File: config.mk
export PLATFORM = sky130hd
export DESIGN_NAME = softmax_job_ctrl
export DESIGN_NICKNAME = d
export VERILOG_FILES = /design/src/rtl/softmax_job_ctrl.sv
export SDC_FILE = /design/constraint.sdc
export NUM_CORES = 1
export LEC_CHECK = 0
export ABC_AREA = 1
export CAP_MARGIN = 20
export CORE_ASPECT_RATIO = 2
export CORE_MARGIN = 3
export CORE_UTILIZATION = 50
export DETAILED_ROUTE_END_ITERATION = 12
export PLACE_DENSITY_LB_ADDON = 0.3
export SYNTH_ARGS = -nofsm -noshare
export SYNTH_HDL_FRONTEND = slang
export SYNTH_SLANG_ARGS = --single-unit
export TNS_END_PERCENT = 50
File: constraint.sdc
create_clock -name clk -period 6.6 [get_ports clk]
set_clock_uncertainty 0.1 [all_clocks]
set_input_delay 1.98 -clock clk [delete_from_list [all_inputs] [get_ports clk]]
set_output_delay 1.98 -clock clk [all_outputs]
set_load 0.1 [all_outputs]
File: src/rtl/softmax_job_ctrl.sv
// -----------------------------------------------------------------------------
// softmax_job_ctrl
// Job scheduler for one softmax engine. Descriptors from the host are buffered
// in a small FIFO; each job is run through INIT -> START -> RUN -> CMPL, the
// engine's output beats are forwarded to the output buffer while sm_done is
// high, and a one-cycle completion record (tag + error flag) is emitted.
//
// Optional feature: define SOFTMAX_JOB_TIMEOUT_EN to enable a RUN-state
// watchdog that ends a stalled job with an error after TIMEOUT_CYCLES.
// -----------------------------------------------------------------------------
module softmax_job_ctrl #(
   parameter int DATAWIDTH      = 16,
   parameter int NUM            = 4,
   parameter int ADDRSIZE       = 8,
   parameter int OADDRSIZE      = 8,
   parameter int ID_W           = 4,
   parameter int FIFO_DEPTH     = 4,
   parameter int TIMEOUT_CYCLES = 1024
) (
   input  logic                      clk,
   input  logic                      reset,
   input  logic                      job_valid,
   output logic                      job_ready,
   input  logic [ADDRSIZE-1:0]       job_start_addr,
   input  logic [ADDRSIZE-1:0]       job_end_addr,
   input  logic [OADDRSIZE-1:0]      job_out_base,
   input  logic [ID_W-1:0]           job_id,
   output logic                      sm_init,
   output logic                      sm_start,
   output logic [ADDRSIZE-1:0]       sm_start_addr,
   output logic [ADDRSIZE-1:0]       sm_end_addr,
   input  logic                      sm_done,
   input  logic [DATAWIDTH*NUM-1:0]  sm_outp,
   output logic                      wr_en,
   output logic [OADDRSIZE-1:0]      wr_addr,
   output logic [DATAWIDTH*NUM-1:0]  wr_data,
   output logic                      cmpl_valid,
   output logic [ID_W-1:0]           cmpl_id,
   output logic                      cmpl_err,
   output logic                      busy
);

   localparam int PTR_W  = (FIFO_DEPTH > 1) ? $clog2(FIFO_DEPTH) : 1;
   localparam int DESC_W = 2*ADDRSIZE + OADDRSIZE + ID_W;

   typedef enum logic [2:0] {
      ST_IDLE  = 3'd0,
      ST_INIT  = 3'd1,
      ST_START = 3'd2,
      ST_RUN   = 3'd3,
      ST_CMPL  = 3'd4
   } state_t;

   state_t state_r;
   state_t next_state_s;

   // Descriptor FIFO
   logic [DESC_W-1:0]    fifo_mem_r [FIFO_DEPTH];
   logic [PTR_W-1:0]     wr_ptr_r;
   logic [PTR_W-1:0]     rd_ptr_r;
   logic [PTR_W:0]       count_r;
   logic                 full_s;
   logic                 empty_s;
   logic                 push_s;
   logic                 pop_s;
   logic [DESC_W-1:0]    head_s;
   logic [ADDRSIZE-1:0]  head_start_s;
   logic [ADDRSIZE-1:0]  head_end_s;
   logic [OADDRSIZE-1:0] head_base_s;
   logic [ID_W-1:0]      head_id_s;

   // Working registers of the active job
   logic [ADDRSIZE-1:0]  cur_start_r;
   logic [ADDRSIZE-1:0]  cur_end_r;
   logic [OADDRSIZE-1:0] cur_base_r;
   logic [ID_W-1:0]      cur_id_r;
   logic [ADDRSIZE-1:0]  exp_r;
   logic [ADDRSIZE-1:0]  beat_cnt_r;
   logic                 done_prev_r;
   logic                 err_r;
   logic                 next_err_s;
   logic                 write_s;

   assign full_s    = (count_r == (PTR_W+1)'(FIFO_DEPTH));
   assign empty_s   = (count_r == {(PTR_W+1){1'b0}});
   assign job_ready = ~full_s;
   assign push_s    = job_valid & ~full_s;
   assign pop_s     = (state_r == ST_IDLE) & ~empty_s;

   assign head_s       = fifo_mem_r[rd_ptr_r];
   assign head_start_s = head_s[DESC_W-1 -: ADDRSIZE];
   assign head_end_s   = head_s[DESC_W-ADDRSIZE-1 -: ADDRSIZE];
   assign head_base_s  = head_s[ID_W +: OADDRSIZE];
   assign head_id_s    = head_s[ID_W-1:0];

   // FIFO storage write; contents need no reset because pointers gate use
   always_ff @(posedge clk) begin
      if (push_s) begin
         fifo_mem_r[wr_ptr_r] <= {job_start_addr, job_end_addr, job_out_base, job_id};
      end
   end

   // FIFO pointers and occupancy
   always_ff @(posedge clk) begin
      if (reset) begin
         wr_ptr_r <= {PTR_W{1'b0}};
         rd_ptr_r <= {PTR_W{1'b0}};
         count_r  <= {(PTR_W+1){1'b0}};
      end else begin
         if (push_s) begin
            wr_ptr_r <= wr_ptr_r + PTR_W'(1);
         end
         if (pop_s) begin
            rd_ptr_r <= rd_ptr_r + PTR_W'(1);
         end
         case ({push_s, pop_s})
            2'b10:   count_r <= count_r + (PTR_W+1)'(1);
            2'b01:   count_r <= count_r - (PTR_W+1)'(1);
            default: count_r <= count_r;
         endcase
      end
   end

`ifdef SOFTMAX_JOB_TIMEOUT_EN
   localparam int WD_W = $clog2(TIMEOUT_CYCLES + 1);
   logic [WD_W-1:0] wd_cnt_r;
   logic            wd_expired_s;

   assign wd_expired_s = (wd_cnt_r >= WD_W'(TIMEOUT_CYCLES));

   // Watchdog: restarts on the way into START and on every engine beat
   always_ff @(posedge clk) begin
      if (reset) begin
         wd_cnt_r <= {WD_W{1'b0}};
      end else if ((state_r == ST_INIT) || sm_done) begin
         wd_cnt_r <= {WD_W{1'b0}};
      end else if ((state_r == ST_RUN) && !wd_expired_s) begin
         wd_cnt_r <= wd_cnt_r + WD_W'(1);
      end else begin
         wd_cnt_r <= wd_cnt_r;
      end
   end
`else
   logic wd_expired_s;
   assign wd_expired_s = 1'b0;
`endif

   // FSM state register
   always_ff @(posedge clk) begin
      if (reset) begin
         state_r <= ST_IDLE;
      end else begin
         state_r <= next_state_s;
      end
   end

   // FSM next-state and completion status
   always_comb begin
      next_state_s = state_r;
      next_err_s   = err_r;
      case (state_r)
         ST_IDLE: begin
            if (!empty_s) begin
               if (head_end_s <= head_start_s) begin
                  next_state_s = ST_CMPL;
                  next_err_s   = 1'b1;
               end else begin
                  next_state_s = ST_INIT;
                  next_err_s   = 1'b0;
               end
            end else begin
               next_state_s = ST_IDLE;
            end
         end
         ST_INIT:  next_state_s = ST_START;
         ST_START: next_state_s = ST_RUN;
         ST_RUN: begin
            if (sm_done && (beat_cnt_r == exp_r - ADDRSIZE'(1))) begin
               next_state_s = ST_CMPL;
               next_err_s   = 1'b0;
            end else if (done_prev_r && !sm_done) begin
               // engine stopped producing before the job was complete
               next_state_s = ST_CMPL;
               next_err_s   = 1'b1;
            end else if (wd_expired_s) begin
               next_state_s = ST_CMPL;
               next_err_s   = 1'b1;
            end else begin
               next_state_s = ST_RUN;
            end
         end
         ST_CMPL:  next_state_s = ST_IDLE;
         default:  next_state_s = ST_IDLE;
      endcase
   end

   // Job working registers, beat counter and done history
   always_ff @(posedge clk) begin
      if (reset) begin
         cur_start_r <= {ADDRSIZE{1'b0}};
         cur_end_r   <= {ADDRSIZE{1'b0}};
         cur_base_r  <= {OADDRSIZE{1'b0}};
         cur_id_r    <= {ID_W{1'b0}};
         exp_r       <= {ADDRSIZE{1'b0}};
         beat_cnt_r  <= {ADDRSIZE{1'b0}};
         done_prev_r <= 1'b0;
         err_r       <= 1'b0;
      end else begin
         if (pop_s) begin
            cur_start_r <= head_start_s;
            cur_end_r   <= head_end_s;
            cur_base_r  <= head_base_s;
            cur_id_r    <= head_id_s;
            exp_r       <= head_end_s - head_start_s;
         end
         if (state_r == ST_START) begin
            beat_cnt_r  <= {ADDRSIZE{1'b0}};
            done_prev_r <= 1'b0;
         end else if (state_r == ST_RUN) begin
            if (sm_done) begin
               beat_cnt_r <= beat_cnt_r + ADDRSIZE'(1);
            end
            done_prev_r <= sm_done;
         end else begin
            beat_cnt_r  <= beat_cnt_r;
            done_prev_r <= done_prev_r;
         end
         err_r <= next_err_s;
      end
   end

   assign sm_start_addr = cur_start_r;
   assign sm_end_addr   = cur_end_r;
   assign busy          = (state_r != ST_IDLE) | ~empty_s;

   // FSM output decode; writes pass through combinationally during RUN
   always_comb begin
      sm_init    = (state_r == ST_INIT);
      sm_start   = (state_r == ST_START);
      write_s    = (state_r == ST_RUN) && sm_done;
      wr_en      = write_s;
      cmpl_valid = (state_r == ST_CMPL);
      if (write_s) begin
         wr_addr = cur_base_r + OADDRSIZE'(beat_cnt_r);
         wr_data = sm_outp;
      end else begin
         wr_addr = {OADDRSIZE{1'b0}};
         wr_data = {(DATAWIDTH*NUM){1'b0}};
      end
      if (state_r == ST_CMPL) begin
         cmpl_id  = cur_id_r;
         cmpl_err = err_r;
      end else begin
         cmpl_id  = {ID_W{1'b0}};
         cmpl_err = 1'b0;
      end
   end

endmodule

Word-level counts from Yosys, hierarchy flattened
Memory sizes are Yosys's and may differ from the RTL's. A register that Yosys moved wholly into a read port is not among the register bits.
Index checks and enable logic that the tools add are counted.
{ "totals": {"inputBits": 96, "register_bits": 56, "ram_bits": 112, "n_memories": 1} }
{ "mem_list": {"columns": ["memory", "depth", "width", "rd", "rd_clocked_by_memory_dff", "write_ports", "line_no", "text"], "rows": [
  ["fifo_mem_r", 4, 28, 1, 1, 1, "58", "logic [DESC_W-1:0] fifo_mem_r [FIFO_DEPTH];"]
]} }
{ "classes": {"order_cmp": 1, "n_eq_ne": 10, "n_bitwise": 5, "n_addsub": 8, "n_reduce_logical": 12, "mux": 19} }
{ "ops": {"columns": ["operator", "count"], "rows": [
  ["$mux W64", 1],
  ["$mux W3", 4],
  ["$pmux W3 S4", 1],
  ["$add A8 B1 Y8 const B", 1],
  ["$add A8 B8 Y8", 1],
  ["$eq A8 B8 Y1", 1],
  ["$le A8 B8 Y1", 1],
  ["$mux W8", 1],
  ["$sub A8 B1 Y8 const B", 1],
  ["$sub A8 B8 Y8", 1],
  ["$mux W1", 7],
  ["$eq A3 B2 Y1 const B", 2],
  ["$eq A3 B3 Y1 const B", 2],
  ["$logic_not A3 Y1", 2],
  ["$pmux W3 S2", 1],
  ["$add A2 B1 Y2 const B", 2],
  ["$mux W2", 2],
  ["$mux W4", 1],
  ["$reduce_bool A2 Y1", 2],
  ["$add A3 B1 Y3 const B", 1],
  ["$eq A3 B1 Y1 const B", 1],
  ["$logic_and A1 B1 Y1", 3],
  ["$ne A3 B3 Y1 const B", 1],
  ["$reduce_and A3 Y1", 1],
  ["12 further kinds", 14]
]} }

Depth between registers and ports, before layout
Gate-level depths: netlist of the first run.
{ "logic_depth": {"word_depth": 5, "depth_mapped": 15, "mapped_depth_nobuf": 15} }

Worst setup path before layout of the first run
No wires, ideal clock.
{ "synth_timing": {"path_kind": "register -> output", "from": "register state_r[2]", "to": "output port cmpl_err", "required_time_ns": 4.520, "setup_slack_ns": 0.233, "stages_incl_launch_ff": 5, "arrival_ns": 4.287, "n_path_buf": 0, "cell_sequence": "dfxtp_1 inv_1 nor3_1 inv_1 nor2_1"} }
{ "synth_via": {"elab_chain_cells": 2} }
{ "synth_lines": {"columns": ["item", "line_no", "text"], "rows": [
  ["from (decl)", "54", "state_t state_r;"],
  ["from (signal assigned)", "153", "state_r <= next_state_s;"],
  ["$eq A3 B3 Y1", null, null],
  ["named net cmpl_valid", "37", "output logic cmpl_valid,"],
  ["$mux W1", "250", "if (state_r == ST_CMPL) begin"],
  ["to (decl)", "39", "output logic cmpl_err,"]
]} }
The timed path passes the listed nets, and every way through them passes these cells.

Worst setup path after layout of the first run
{ "layout_timing": {"from": "input port sm_done", "to": "output port wr_data[63]"} }
{ "layout_via": {"elab_chain_cells": 2} }
{ "layout_lines": {"columns": ["item", "line_no", "text"], "rows": [
  ["from (decl)", "32", "input logic sm_done,"],
  ["$logic_and A1 B1 Y1", "240", "write_s = (state_r == ST_RUN) && sm_done;"],
  ["$mux W64", "243", "if (write_s) begin"],
  ["to (decl)", "36", "output logic [DATAWIDTH*NUM-1:0] wr_data,"]
]} }
Every way passes these cells.

==> results of run 1 <==
synthesized netlist by cell type (all sizes together):
cell type	number	area (um2)
a211oi	1	7.51
a21o	2	15.0
a21oi	54	270
a31oi	14	87.6
a32o	7	70.1
a32oi	2	17.5
buf	8	32.5
clkbuf	28	105
dfxtp	58	1160
edfxtp	112	3360
fa	3	60.1
ha	22	275
inv	137	517
nand2	89	344
nand3	15	75.1
nand4	3	18.8
nor2	186	719
nor3	9	67.6
o211ai	1	7.51
o21ai	101	505
o22ai	7	43.8
o31a	1	8.76
or2	1	6.26
xnor2	5	43.8
xor2	5	43.8
final timing paths:
check               from          end  cells past startpoint
max              sm_done  wr_data[63]                      6
min          rd_ptr_r[1]    flip-flop                      2
max reg2reg    flip-flop        err_r                     12
min reg2reg  rd_ptr_r[1]    flip-flop                      2
registers in the layout, summed over array words and instances (netlist names), named ones only:
name / count
err_r: 1
wr_ptr_r: 2
sm_end_addr: 8
exp_r: 8
done_prev_r: 1
sm_start_addr: 8
cur_id_r: 4
count_r: 3
cur_base_r: 8
beat_cnt_r: 8
rd_ptr_r: 2
state_r: 3
fifo_mem_r: 112
worst max-delay path: stages:
cell             delay [ns]
clkdlybuf4s50_1        0.49
inv_1                  0.11
nor2_8                 0.22
inv_4                  0.25
nor2_1                 0.42
buf_12                 0.23
kinds of logic (layout without fill, tap and decap cells):
kind of cell	Yosys count	in the layout	synth area share [%]
AOI/OAI and AO/OA	190	190	13.1
xor gates and xnor gates	10	10	1.11
adders and majority gates	25	25	4.26
and+or+nand+nor	303	303	15.7
DFF	170	170	57.5
buffers and inverters	173	371	8.32
layer usage:
layer,global-route usage (%),part of all wire [%],vias to the layer above
met5,0,0,-
met4,12.9,4.4,0
met3,4.93,8.5,48
met2,44.4,54,261
met1,21.9,33,2973
li1,-,-,3229
cell type report:
type	instances	area [um2]	share of cell area (%)
flip-flops and latches	170	4520	42.9
multi-input cells	528	2710	25.7
repair buffers	202	1960	18.6
inverters	137	517	4.90
clock buffers	21	504	4.78
well taps	198	248	2.35
clock inverters	11	76.3	0.724
per-stage QoR:
stage / area [um2] / utilization, % / total power [mW]
floorplan: 7870 / - / 3.02
global placement: 9930 / 64.6 / 3.53
detailed placement: 9960 / 64.8 / 3.58
CTS: 10500 / 68.5 / 4.53
global route: 10500 / 68.5 / 4.81
finish: 10500 / 68.5 / 4.51
placed cells by master (no fill, tap or decap), drive strengths merged, types with 14 or more instances in the layout:
master and count:
a21oi 54, a31oi 14, buf 81, clkbuf 21
clkdlybuf4s50 121, dfxtp 58, edfxtp 112, ha 22
inv 142, nand2 89, nand3 15, nor2 186
o21ai 101
power groups by stage:
stage / logic (mW) / clock network (mW) / registers (mW)
after floorplan: 1.23 / 0 / 1.79
after global routing: 2.32 / 1.02 / 1.48
after CTS: 2.11 / 0.963 / 1.46
after detailed placement: 2.10 / 0 / 1.48
after global placement: 2.05 / 0 / 1.47
final: 2.10 / 0.950 / 1.46
==> out/metrics.cfg, run 1 <==
[sta]
slew_violations=0
tightest_slew_ns=1.06
hold-worst-slack_ns=0.365
setup_ws_ns=0.793
hold_viol=0
setup_viol=0
fmax_mhz=172
tns_ns=0
slew_headroom_pct=28.8
rsz0062_at_grt=false
period_share_pct=88.0
min_period_ns=5.81

[detailed_routing]
wirelength_um=19800
drc=0
drt.antenna.violating_nets=0
drt_first_pass_iters=5
drtIter0Drc=347
vias_per_cell=5.14
num_vias=6511
wl_per_cell_um=15.7

[setup_path]
crit_fanout=73
timing.reg2reg.setup_slack_ns=2.92
critPathKind=input pin to primary output
cp.arrival_ns=3.73
startpoint_type=input pin
end_kind=primary output
crit_required_ns=4.52

[final_layout]
syn_to_final_growth_pct=34.0
diodes=0
layout-drive-gt1-share_pct=12.1
nets=1177
fin_cells=1267
fillers=1205

[synthesis]
synth_area_per_cell_um2=9.03
ys_seq_elements=170
synth_area_um2=7870
synth_fp_nets=992
synth_warnings=0
synth_cell_types=34
synthCells=871
yosysSeqAreaShare_pct=57.5

[min_path]
min_path_type=flip-flop to flip-flop

[grt]
antenna_found_initial=0
grt_use_total_pct=23.2
grt_pass1_wl_um=30500
first_global_vias=6314
grt-ovfl-total=0
grt_start_max_net_pins=74

[power]
p_comb_share_pct=46.7
p_leak_nw=4.54
p_sw_share_pct=44.5
internal-power_mw=2.50
p_clk_share_pct=21.1
max-vdd-ir-drop_uv=387
p_per_area_nw_per_um2=428
p_sw_mw=2.01
pwr-share-seq_pct=32.3

[clock_tree]
clock_tree.root_cell=clkbuf_16
post_cts_resized=0
clk_pin_slew_ns=0.06
cts_hold_buf=0
cts_made_buffers=17
htree_levels=4
worstSkewPairLatency_ns=0.43
cts_tree=done
post-cts-setup-buffer-count=0
clkSinkCount=170
clockBufferDepth=2

[floorplan]
die_h_um=183
ios=195
rows=64
core_area_um2=15400
chipWidth_um=94.7
dieArea_um2=17400
start_util_pct=51.2

[placement]
gp_congestion=0.869
dp.final_hpwl_um=14300
dp_slack_ns=0.827
port_buffers=194
place_inst=1235

[outcome]
status=finished, final reports clean

[run]
cap_violations=0

Power figures use the tool's default switching activity.
==> run 2: changes to the inputs <==
- ABC_AREA: 1 -> default
- PLACE_DENSITY: default -> 0.84
- PLACE_DENSITY_LB_ADDON: 0.3 -> default
==> run 2 against run 1 <==
Die area is 2.6% lower. Total power decreased by 8.0%. Worst hold slack worse by 0.0047 ns. Clock power down 3.9%. Critical path depth decreased by 1. Via count is 13% lower. Global-route usage is 1.5 points higher. Sequential share of layout area down 2.1 points. Largest cell class unchanged. Largest power group unchanged.
==> out/metrics.cfg, run 2 <==
[outcome]
status=finished, final reports clean

[placement]
post_dp_cell_area_um2=10500
gp_congestion=0.853
dp.final_hpwl_um=15400
port_buffers=194
place_inst=982

[power]
p_comb_share_pct=43.0
p_clk_share_pct=22.0
p_sw_share_pct=41.0
p_leak_nw=4.23
max-vdd-ir-drop_uv=286
pwr-share-seq_pct=35.0
p_sw_mw=1.70
p_per_area_nw_per_um2=374
internal-power_mw=2.45

[setup_path]
end_kind=primary output
critPathKind=input pin to primary output
cpPeakStageDelay_ns=0.46
cp-startpoint=sm_done
r2r-end=err_r
crit_required_ns=4.52
crit_end=wr_addr[6]
timing.reg2reg.setup_slack_ns=2.83
cp.arrival_ns=3.71
crit_chain=clkdlybuf4s50_1 > buf_4 > nand2_1 > nor2_1 > buf_12
crit_fanout=69
r2r_cells=9
crit_slowest_cell=clkdlybuf4s50_1
startpoint_type=input pin

[synthesis]
yosysSeqAreaShare_pct=59.1
yosysTopAreaCellShare_pct=44.0
synthMuxAreaShare_pct=8.50
synth_flop_cell=edfxtp_1
ys_async_sr_fraction_pct=0
synth_common_cells=112 x edfxtp_1, 76 x and3_1, 73 x nand2_1
synthXorXnorAreaFrac_pct=3.43
synth_cell_types=44
ys_seq_elements=170
synth_area_per_cell_um2=12.3
synthSimpleGateAreaFrac_pct=15.8
synthTopCellsByArea=edfxtp_1 44%, dfxtp_1 15%, mux4_2 8.2%, and3_1 6.2%, ha_1 3.6%
yosysTopAreaCell=edfxtp_1
synth_warnings=0
synthCells=622
synth_area_um2=7650
synth_compound_area_share_pct=5.77
synth_top_family_by_area=simple AND/OR/NAND/NOR gates
synth-edff-count=112
synth_fp_nets=743
yosysMostFrequentCell=edfxtp_1
synth_fa_ha_area_share_pct=4.38

[floorplan]
die_h_um=181
ios=195
dieArea_um2=16900
core_area_um2=14900
start_util_pct=51.4
rows=63
chipWidth_um=93.5

[final_layout]
fin_cells=1016
largest_reg_flops=112
layout-drive-gt1-share_pct=18.5
diodes=0
syn_to_final_growth_pct=45.0
final_cell_area_um2=11100
layout_commonest_cell=clkdlybuf4s50_1
final_cell_mix=121 x clkdlybuf4s50_1, 112 x edfxtp_1, 76 x and3_1
multi_input_area_um2=2910
fillers=929
top_register=fifo_mem_r
nets=929
regArea_um2=4530

[clock_tree]
htree_levels=4
worstSkewPairLatency_ns=0.42
clkSinkCount=170
clk_pin_slew_ns=0.06
clockBufferDepth=2
post-cts-setup-buffer-count=0
clock_tree.root_cell=clkbuf_16
cts_made_buffers=17
cts_hold_buf=0
cts_tree=done
post_cts_resized=0

[grt]
grt_use_total_pct=24.7
grt_pass1_wl_um=31700
antenna_found_initial=0
grt-ovfl-total=0
grt_start_max_net_pins=70
first_global_vias=5925

[detailed_routing]
wirelength_um=20500
vias_per_cell=5.61
wl_per_cell_um=20.2
drc=0
drt.antenna.violating_nets=0
drtIter0Drc=270
num_vias=5697
drt_first_pass_iters=5

[sta]
slew_headroom_pct=26.9
fmax_mhz=173
slew_violations=0
min_period_ns=5.79
tightest_slew_ns=1.09
setup_viol=0
tns_ns=0
hold_viol=0
period_share_pct=87.7
rsz0062_at_grt=false

[run]
cap_violations=0

[min_path]
min_path_type=flip-flop to flip-flop

run 2: worst max-delay path: cells and delay by family:
kind          cells  cell delay [ns]
simple gates      2             0.62
buf+inv           3             1.09
run 2: stage by stage:
stage	power, mW	hold slack [ns]	setup slack [ns]	utilization (%)
2_1_floorplan	2.73	0.332	1.10	-
3_3_place_gp	3.18	0.345	0.851	70.5
3_5_place_dp	3.25	0.353	0.792	70.5
4_1_cts	4.17	0.362	0.790	74.2
5_1_grt	4.36	0.382	0.642	74.5
6_report	4.15	0.361	0.814	74.5
run 2: cells by family (layout without fill, tap and decap cells):
kind of cell | count (synthesis) | after routing
multiplexers | 30 | 30
buffers and inverters | 59 | 258
AND/OR/NAND/NOR | 232 | 232
AO/OA/AOI/OAI | 76 | 76
XOR/XNOR | 30 | 30
flip-flops | 170 | 170
adder cells (fa/ha/maj) | 25 | 25
run 2: how the worst min path moves through the flow:
stage | from | to | slack [ns] | depth (start not counted)
final | sm_end_addr[3] | sm_end_addr[3] | 0.36 | 2
after global routing | cur_base_r[6] | cur_base_r[6] | 0.38 | 2
after CTS | sm_start_addr[0] | sm_start_addr[0] | 0.36 | 2
after detailed placement | sm_start_addr[0] | sm_start_addr[0] | 0.35 | 2
after global placement | sm_end_addr[0] | sm_end_addr[0] | 0.35 | 2
after floorplan | cur_id_r[0] | cur_id_r[0] | 0.33 | 2
run 2: layout make-up:
cell class                      count  share of cell area (%)
Clock inverter                     14                    1.11
Tap cell                          195                    2.20
Timing Repair Buffer              205                    25.1
Multi-Input combinational cell    393                    26.2
Inverter                           21                   0.710
Clock buffer                       18                    3.87
Sequential cell                   170                    40.8
run 2: power by group through the flow:
stage	Combinational [mW]	Clock (mW)	Sequential [mW]
after floorplan	1.03	0	1.69
after global placement	1.71	0	1.47
after detailed placement	1.76	0	1.48
after CTS	1.77	0.932	1.46
after global routing	1.91	0.984	1.47
final	1.79	0.913	1.45
run 2: per-layer routing:
metal  vias up  wire length, um  track usage [%]
li1       2644                -                -
met5         -                0                0
met2       259            11100             44.5
met4         0              807             11.6
met1      2747             6980             26.6
met3        47             1660             5.75
